--- config.mk ---
export PLATFORM = sky130hd
export DESIGN_NAME = mem_access_stage
export DESIGN_NICKNAME = d
export VERILOG_FILES = /design/src/rtl/mem_pkg.sv /design/src/rtl/mem_load_align.sv /design/src/rtl/mem_access_stage.sv
export SDC_FILE = /design/constraint.sdc
export NUM_CORES = 1
export LEC_CHECK = 0
export CAP_MARGIN = 15
export CORE_UTILIZATION = 45
export DETAILED_ROUTE_END_ITERATION = 10
export PLACE_DENSITY = 0.85
export SLEW_MARGIN = 20
export SYNTH_ARGS = -nofsm -noshare
export SYNTH_HDL_FRONTEND = slang
export SYNTH_SLANG_ARGS = --single-unit
--- constraint.sdc ---
create_clock -name CLK -period 2.7 [get_ports CLK]
set_input_delay 0.54 -clock CLK [delete_from_list [all_inputs] [get_ports CLK]]
set_output_delay 0.54 -clock CLK [all_outputs]
set_load 0.03 [all_outputs]
--- src/rtl/mem_pkg.sv ---
// Shared encodings for the MEM stage: access sizes, FSM states, WB control fields.
package mem_pkg;

  localparam logic [1:0] SZ_BYTE = 2'b00;
  localparam logic [1:0] SZ_HALF = 2'b01;
  localparam logic [1:0] SZ_WORD = 2'b10;

  localparam int unsigned WB_REGWRITE    = 0;
  localparam int unsigned WB_MEMTOREG_LO = 1;
  localparam int unsigned WB_MEMTOREG_HI = 2;

  typedef enum logic [1:0] {
    ST_IDLE = 2'b00,
    ST_REQ  = 2'b01,
    ST_DONE = 2'b10
  } mem_state_e;

  // Bytes are always aligned; halves need an even address; words (and size 11) need addr[1:0]==0.
  function automatic logic is_aligned(input logic [1:0] size, input logic [1:0] lane);
    case (size)
      SZ_BYTE: is_aligned = 1'b1;
      SZ_HALF: is_aligned = ~lane[0];
      default: is_aligned = (lane == 2'b00);
    endcase
  endfunction

endpackage

--- src/rtl/mem_load_align.sv ---
// Load formatter: picks the addressed byte/half lane and sign- or zero-extends it.
module mem_load_align
  import mem_pkg::*;
(
  input  logic [31:0] i_rdata,
  input  logic [1:0]  i_addr,
  input  logic [1:0]  i_size,
  input  logic        i_unsigned,
  output logic [31:0] o_data
);

  logic [7:0]  w_byte;
  logic [15:0] w_half;

  always_comb begin
    w_byte = 8'h00;
    w_half = i_addr[1] ? i_rdata[31:16] : i_rdata[15:0];
    case (i_addr)
      2'b00:   w_byte = i_rdata[7:0];
      2'b01:   w_byte = i_rdata[15:8];
      2'b10:   w_byte = i_rdata[23:16];
      default: w_byte = i_rdata[31:24];
    endcase
  end

  always_comb begin
    o_data = i_rdata;
    case (i_size)
      SZ_BYTE: o_data = i_unsigned ? {24'h000000, w_byte} : {{24{w_byte[7]}}, w_byte};
      SZ_HALF: o_data = i_unsigned ? {16'h0000, w_half} : {{16{w_half[15]}}, w_half};
      default: o_data = i_rdata;
    endcase
  end

endmodule

--- src/rtl/mem_access_stage.sv ---
// MEM pipeline stage: req/ack data-memory access with stall, load formatting,
// misalignment and timeout detection, and WB control pass-through.
module mem_access_stage
  import mem_pkg::*;
#(
  parameter int unsigned TIMEOUT = 255
) (
  input  logic        CLK,
  input  logic        RESET,
  input  logic        MEM_VALID,
  input  logic        MEM_MEMREAD,
  input  logic        MEM_MEMWRITE,
  input  logic [1:0]  MEM_SIZE,
  input  logic        MEM_UNSIGNED,
  input  logic [31:0] MEM_ALU_RESULT,
  input  logic [31:0] MEM_WR_DATA,
  input  logic [2:0]  WB_CTRL,
  output logic        DMEM_REQ,
  output logic        DMEM_WE,
  output logic [3:0]  DMEM_BE,
  output logic [31:0] DMEM_ADDR,
  output logic [31:0] DMEM_WDATA,
  input  logic [31:0] DMEM_RDATA,
  input  logic        DMEM_ACK,
  output logic        STALL,
  output logic [31:0] MEM_RD_DATA,
  output logic [2:0]  WB_CTRL_OUT,
  output logic        MISALIGN,
  output logic        BUS_ERR
);

  localparam int unsigned CNT_W = $clog2(TIMEOUT + 1);

  mem_state_e       r_state, w_next;
  logic             w_mem_op, w_aligned, w_issue, w_timeout;
  logic [3:0]       w_be;
  logic [31:0]      w_wdata, w_ld_data;
  logic [31:0]      r_addr, r_wdata, r_rdata;
  logic [3:0]       r_be;
  logic [1:0]       r_size;
  logic [2:0]       r_wb;
  logic             r_we, r_uns, r_err;
  logic [CNT_W-1:0] r_cnt;

  assign w_mem_op  = MEM_VALID & (MEM_MEMREAD | MEM_MEMWRITE);
  assign w_aligned = is_aligned(MEM_SIZE, MEM_ALU_RESULT[1:0]);
  assign w_issue   = (r_state == ST_IDLE) & w_mem_op & w_aligned;
  assign w_timeout = (r_cnt == CNT_W'(TIMEOUT - 1));

  // Store data replicated into every lane; byte enables select the addressed lane(s).
  always_comb begin
    w_be    = 4'b1111;
    w_wdata = MEM_WR_DATA;
    case (MEM_SIZE)
      SZ_BYTE: begin
        w_be    = 4'b0001 << MEM_ALU_RESULT[1:0];
        w_wdata = {4{MEM_WR_DATA[7:0]}};
      end
      SZ_HALF: begin
        w_be    = MEM_ALU_RESULT[1] ? 4'b1100 : 4'b0011;
        w_wdata = {2{MEM_WR_DATA[15:0]}};
      end
      default: ;
    endcase
  end

  mem_load_align u_load_align (
    .i_rdata    (r_rdata),
    .i_addr     (r_addr[1:0]),
    .i_size     (r_size),
    .i_unsigned (r_uns),
    .o_data     (w_ld_data)
  );

  always_ff @(posedge CLK) begin
    if (RESET) r_state <= ST_IDLE;
    else       r_state <= w_next;
  end

  always_comb begin
    w_next      = r_state;
    DMEM_REQ    = 1'b0;
    DMEM_WE     = 1'b0;
    DMEM_BE     = 4'b0000;
    DMEM_ADDR   = 32'h0;
    DMEM_WDATA  = 32'h0;
    STALL       = 1'b0;
    MEM_RD_DATA = 32'h0;
    WB_CTRL_OUT = WB_CTRL;
    MISALIGN    = 1'b0;
    BUS_ERR     = 1'b0;
    case (r_state)
      ST_IDLE: begin
        if (w_mem_op && !w_aligned) begin
          MISALIGN                 = 1'b1;
          WB_CTRL_OUT[WB_REGWRITE] = 1'b0;
        end
        if (w_issue) begin
          w_next                   = ST_REQ;
          STALL                    = 1'b1;
          WB_CTRL_OUT[WB_REGWRITE] = 1'b0;
        end
      end
      ST_REQ: begin
        DMEM_REQ                 = 1'b1;
        DMEM_WE                  = r_we;
        DMEM_BE                  = r_be;
        DMEM_ADDR                = {r_addr[31:2], 2'b00};
        DMEM_WDATA               = r_wdata;
        STALL                    = 1'b1;
        WB_CTRL_OUT              = r_wb;
        WB_CTRL_OUT[WB_REGWRITE] = 1'b0;
        if (DMEM_ACK || w_timeout) w_next = ST_DONE;
      end
      ST_DONE: begin
        w_next      = ST_IDLE;
        MEM_RD_DATA = w_ld_data;
        WB_CTRL_OUT = r_wb;
        if (r_err) begin
          WB_CTRL_OUT[WB_REGWRITE] = 1'b0;
          BUS_ERR                  = 1'b1;
        end
      end
      default: w_next = ST_IDLE;
    endcase
  end

  // Access latches; read data stays zero for stores and timed-out loads.
  always_ff @(posedge CLK) begin
    if (RESET) begin
      r_addr  <= 32'h0;
      r_we    <= 1'b0;
      r_be    <= 4'b0000;
      r_wdata <= 32'h0;
      r_size  <= 2'b00;
      r_uns   <= 1'b0;
      r_wb    <= 3'b000;
      r_rdata <= 32'h0;
      r_err   <= 1'b0;
      r_cnt   <= '0;
    end else begin
      case (r_state)
        ST_IDLE: begin
          if (w_issue) begin
            r_addr  <= MEM_ALU_RESULT;
            r_we    <= MEM_MEMWRITE;
            r_be    <= w_be;
            r_wdata <= w_wdata;
            r_size  <= MEM_SIZE;
            r_uns   <= MEM_UNSIGNED;
            r_wb    <= WB_CTRL;
            r_rdata <= 32'h0;
            r_err   <= 1'b0;
            r_cnt   <= '0;
          end
        end
        ST_REQ: begin
          r_cnt <= r_cnt + CNT_W'(1);
          if (DMEM_ACK) begin
            if (!r_we) r_rdata <= DMEM_RDATA;
          end else if (w_timeout) begin
            r_err   <= 1'b1;
            r_rdata <= 32'h0;
          end
        end
        ST_DONE: r_cnt <= '0;
        default: ;
      endcase
    end
  end

endmodule

==> metrics.json <==
{
  "setup_path": {
    "critical_path.startpoint_type": "flip-flop",
    "worst_ep_arrival_time_ps": 2100,
    "crit_fanout": 8,
    "crit_path_cell_trace": "mux2_2 > a22o_4 > o2111a_2 > a21o_1 > buf_4",
    "critical-path-slowest-cell": "sky130_fd_sc_hd__dfxtp_2",
    "bufs_and_invs_on_worst_path": 1,
    "setup.worst_path.class": "flip-flop to primary output",
    "cpLargestDelayFamily": "compound AO/OA/AOI/OAI gates",
    "crit_path_end_kind": "primary output",
    "worst-endpoint-required_ps": 2160,
    "max_stage_delay_ps": 370
  },
  "yosys": {
    "ys_seq_area_share_pct": 39.2,
    "syn_area_per_cell_sq_um": 7.86,
    "synth_top_cell_by_area": "sky130_fd_sc_hd__dfxtp_1",
    "predominant_post_synthesis_flop_cell": "sky130_fd_sc_hd__dfxtp_1",
    "syn_inst": 766,
    "area_share_of_the_largest_cell_type_after_synthesis_pct": 39.2,
    "yosys_warnings": 0,
    "synth_area_leaders": "sky130_fd_sc_hd__dfxtp_1, sky130_fd_sc_hd__nand2_1, sky130_fd_sc_hd__mux2i_1",
    "number_of_flops_mapped_to_enable_cells_by_yosys": 0,
    "synth_async_sr_flop_share_pct": 0,
    "mappedNetlistArea_sq_mm": 0.00602,
    "synth_seq_cells": 118,
    "unique_cell_type_count_in_the_yosys_netlist": 42
  },
  "timing": {
    "worst_slew_pin_slew_ps": 856,
    "fin_worst_skew_ps": 8.42,
    "setup_slack_ps": 55.2,
    "fmaxAchievable_ghz": 0.378,
    "timing.hold.ws_ps": 447,
    "finalSetupViolCount": 0,
    "timing_hold_violations_final": 0,
    "slew-limit-headroom_pct": 43.0,
    "finalCritPeriodShare_pct": 98.0,
    "min_period_ps": 2640,
    "rsz_0062_raised_after_global_routing": "yes",
    "finalMaxSlewViolations": 0
  },
  "grt": {
    "grt_pass1_wl_um": 29900,
    "grt.met2_usage_pct": 42.8,
    "vias_in_the_first_global_route": 5942,
    "grt_use_total_pct": 26.9,
    "grt_overflow_total": 0,
    "met3_resource_use_gr_pct": 8.19,
    "globalRouteMet1Util_pct": 33.6,
    "grt_busiest_layer": "met2",
    "grt_antenna_before_repair": 0,
    "maximum_number_of_pins_on_one_net_before_global_route_repair": 80
  },
  "floorplanning": {
    "design.die.area_sq_mm": 0.0138,
    "die-width_um": 118,
    "pin_count": 216,
    "initial_core_util_pct": 46.9,
    "floorplan.rows": 41,
    "die_h_um": 118,
    "coreArea_sq_mm": 0.0128
  },
  "clocking": {
    "clk_pin_slew_worst_paths_ps": 50,
    "cts.root.buffer_cell": "sky130_fd_sc_hd__clkbuf_16",
    "cts.htree.levels": 4,
    "ctsLongestPathBuffers": 2,
    "numClockSinks": 118,
    "setup_bufs_post_cts": 0,
    "cts_tree": "done",
    "num_cts_buffers": 17,
    "insertion_delay_ps": 410,
    "cts-hold-fix-buffers": 0
  },
  "route": {
    "dr.pass1.iters": 5,
    "drcViolationCount": 0,
    "totalWireLength_um": 18700,
    "dr_total_vias": 6123,
    "detail_route.vias_per_cell": 5.32,
    "detail_route.iter0.violations": 478,
    "drt-wirelength-per-cell_um": 16.2,
    "ant_nets": 0
  },
  "min_path": {
    "worstHoldPathType": "flip-flop to flip-flop"
  },
  "final_layout": {
    "number_of_nets_in_the_layout": 1080,
    "layout_overhead_on_the_synthesized_area_pct": 50.0,
    "layout_common_cells": "sky130_fd_sc_hd__nand2_1, sky130_fd_sc_hd__clkdlybuf4s50_1, sky130_fd_sc_hd__dfxtp_1",
    "n_antenna_cell": 0,
    "drive_gt1_share_pct": 11.3,
    "mostFrequentLayoutCell": "sky130_fd_sc_hd__nand2_1",
    "finish.cell_count_without_fillers": 1150,
    "fillers": 1010
  },
  "power": {
    "power_per_cell_area_mw_per_mm2": 573,
    "report.power.total_mw": 5.17,
    "worst_ir_drop_vdd_v": 0.000424,
    "static-leakage-power_nw": 4.21
  },
  "place": {
    "place.port_buffers": 213,
    "post-dp-hpwl_um": 12500,
    "post-place-cells": 1117,
    "pre_cts_ws_ps": 139,
    "globalplace.congestion": 0.953
  },
  "flow_run": {
    "cap_violations": 0
  },
  "outcome": {
    "result_of_the_run": "finished clean"
  }
}
-- worst min-delay path, stage by stage, from the launching register on --
cell,delay (ps)
sky130_fd_sc_hd__dfxtp_1,300
sky130_fd_sc_hd__nand2_1,50
sky130_fd_sc_hd__a21oi_1,50
-- cell usage after synthesis (10+ instances only) --
| library cell | instances |
|---|---|
| sky130_fd_sc_hd__a21o_1 | 16 |
| sky130_fd_sc_hd__mux2i_1 | 56 |
| sky130_fd_sc_hd__dfxtp_1 | 118 |
| sky130_fd_sc_hd__mux2_2 | 11 |
| sky130_fd_sc_hd__a311oi_1 | 10 |
| sky130_fd_sc_hd__nand2_1 | 206 |
| sky130_fd_sc_hd__clkbuf_1 | 45 |
| sky130_fd_sc_hd__a21oi_1 | 75 |
| sky130_fd_sc_hd__o21ai_0 | 27 |
| sky130_fd_sc_hd__nor2_1 | 27 |
| sky130_fd_sc_hd__and2_1 | 68 |
| sky130_fd_sc_hd__a211oi_1 | 10 |
-- layout make-up --
type / instances / area [sq um] / share of cell area [%]
Clock buffer: 25 / 515 / 5.71
Clock inverter: 7 / 163 / 1.80
Inverter: 11 / 41.3 / 0.457
Multi-Input combinational cell: 578 / 3410 / 37.8
Sequential cell: 118 / 2360 / 26.2
Tap cell: 172 / 215 / 2.38
Timing Repair Buffer: 239 / 2320 / 25.7
-- sequential cells by signal (all words and copies together) (netlist names) --
name and cells:
r_addr 32, r_rdata 32, r_wdata 32, r_cnt 8, r_be 4, r_wb 3, r_size 2, r_state 2
r_err 1, r_uns 1, r_we 1
-- final timing paths --
kind	slack, ps	endpoint	start	depth (start not counted)
worst max register to register	410	r_rdata[2]	r_state[1]	8
worst min register to register	450	r_addr[10]	r_addr[10]	2
worst min-delay path	450	r_addr[10]	r_addr[10]	2
worst max-delay path	60	MEM_RD_DATA[21]	r_addr[1]	5
-- logic make-up after synthesis --
logic type / count (synthesis) / synth area share [%]
flip-flops: 118 / 39.2
AO/OA/AOI/OAI: 170 / 17.9
AND/OR/NAND/NOR: 331 / 24.8
adder cells (fa/ha/maj): 7 / 1.45
buffers and inverters: 72 / 5.15
multiplexers: 67 / 11.4
other: 1 / 0.0623
-- metal layers --
layer  share of wire (%)  vias up
met5                   0        -
met4                 2.8        0
met3                 8.0       43
met2                  46      289
met1                  43     2793
li1                    -     2998
-- report_power, final --
group	switching [mW]	internal (mW)	total, mW
combinational	0.393	0.353	0.746
clock	0.782	1.79	2.57
sequential	0.0422	1.82	1.86
total	1.22	3.96	5.17
-- stage by stage --
stage               utilization [%]  setup TNS [ps]  instance area (sq um)
CTS                            70.1               0                   8990
global route                   70.4           -28.6                   9030
finish                         70.4               0                   9030
detailed placement             65.0               0                   8330
global placement               65.0               0                   8330
floorplan                         -               0                   6020
-- what timing repair did --
action / CTS / global route
gates resized for setup: 65 / 37
gates cloned: 1 / 0
setup endpoints to repair: 90 / 52
endpoints found under the hold margin: 0 / 0
Note: power is estimated with default switching activity, not from simulation.
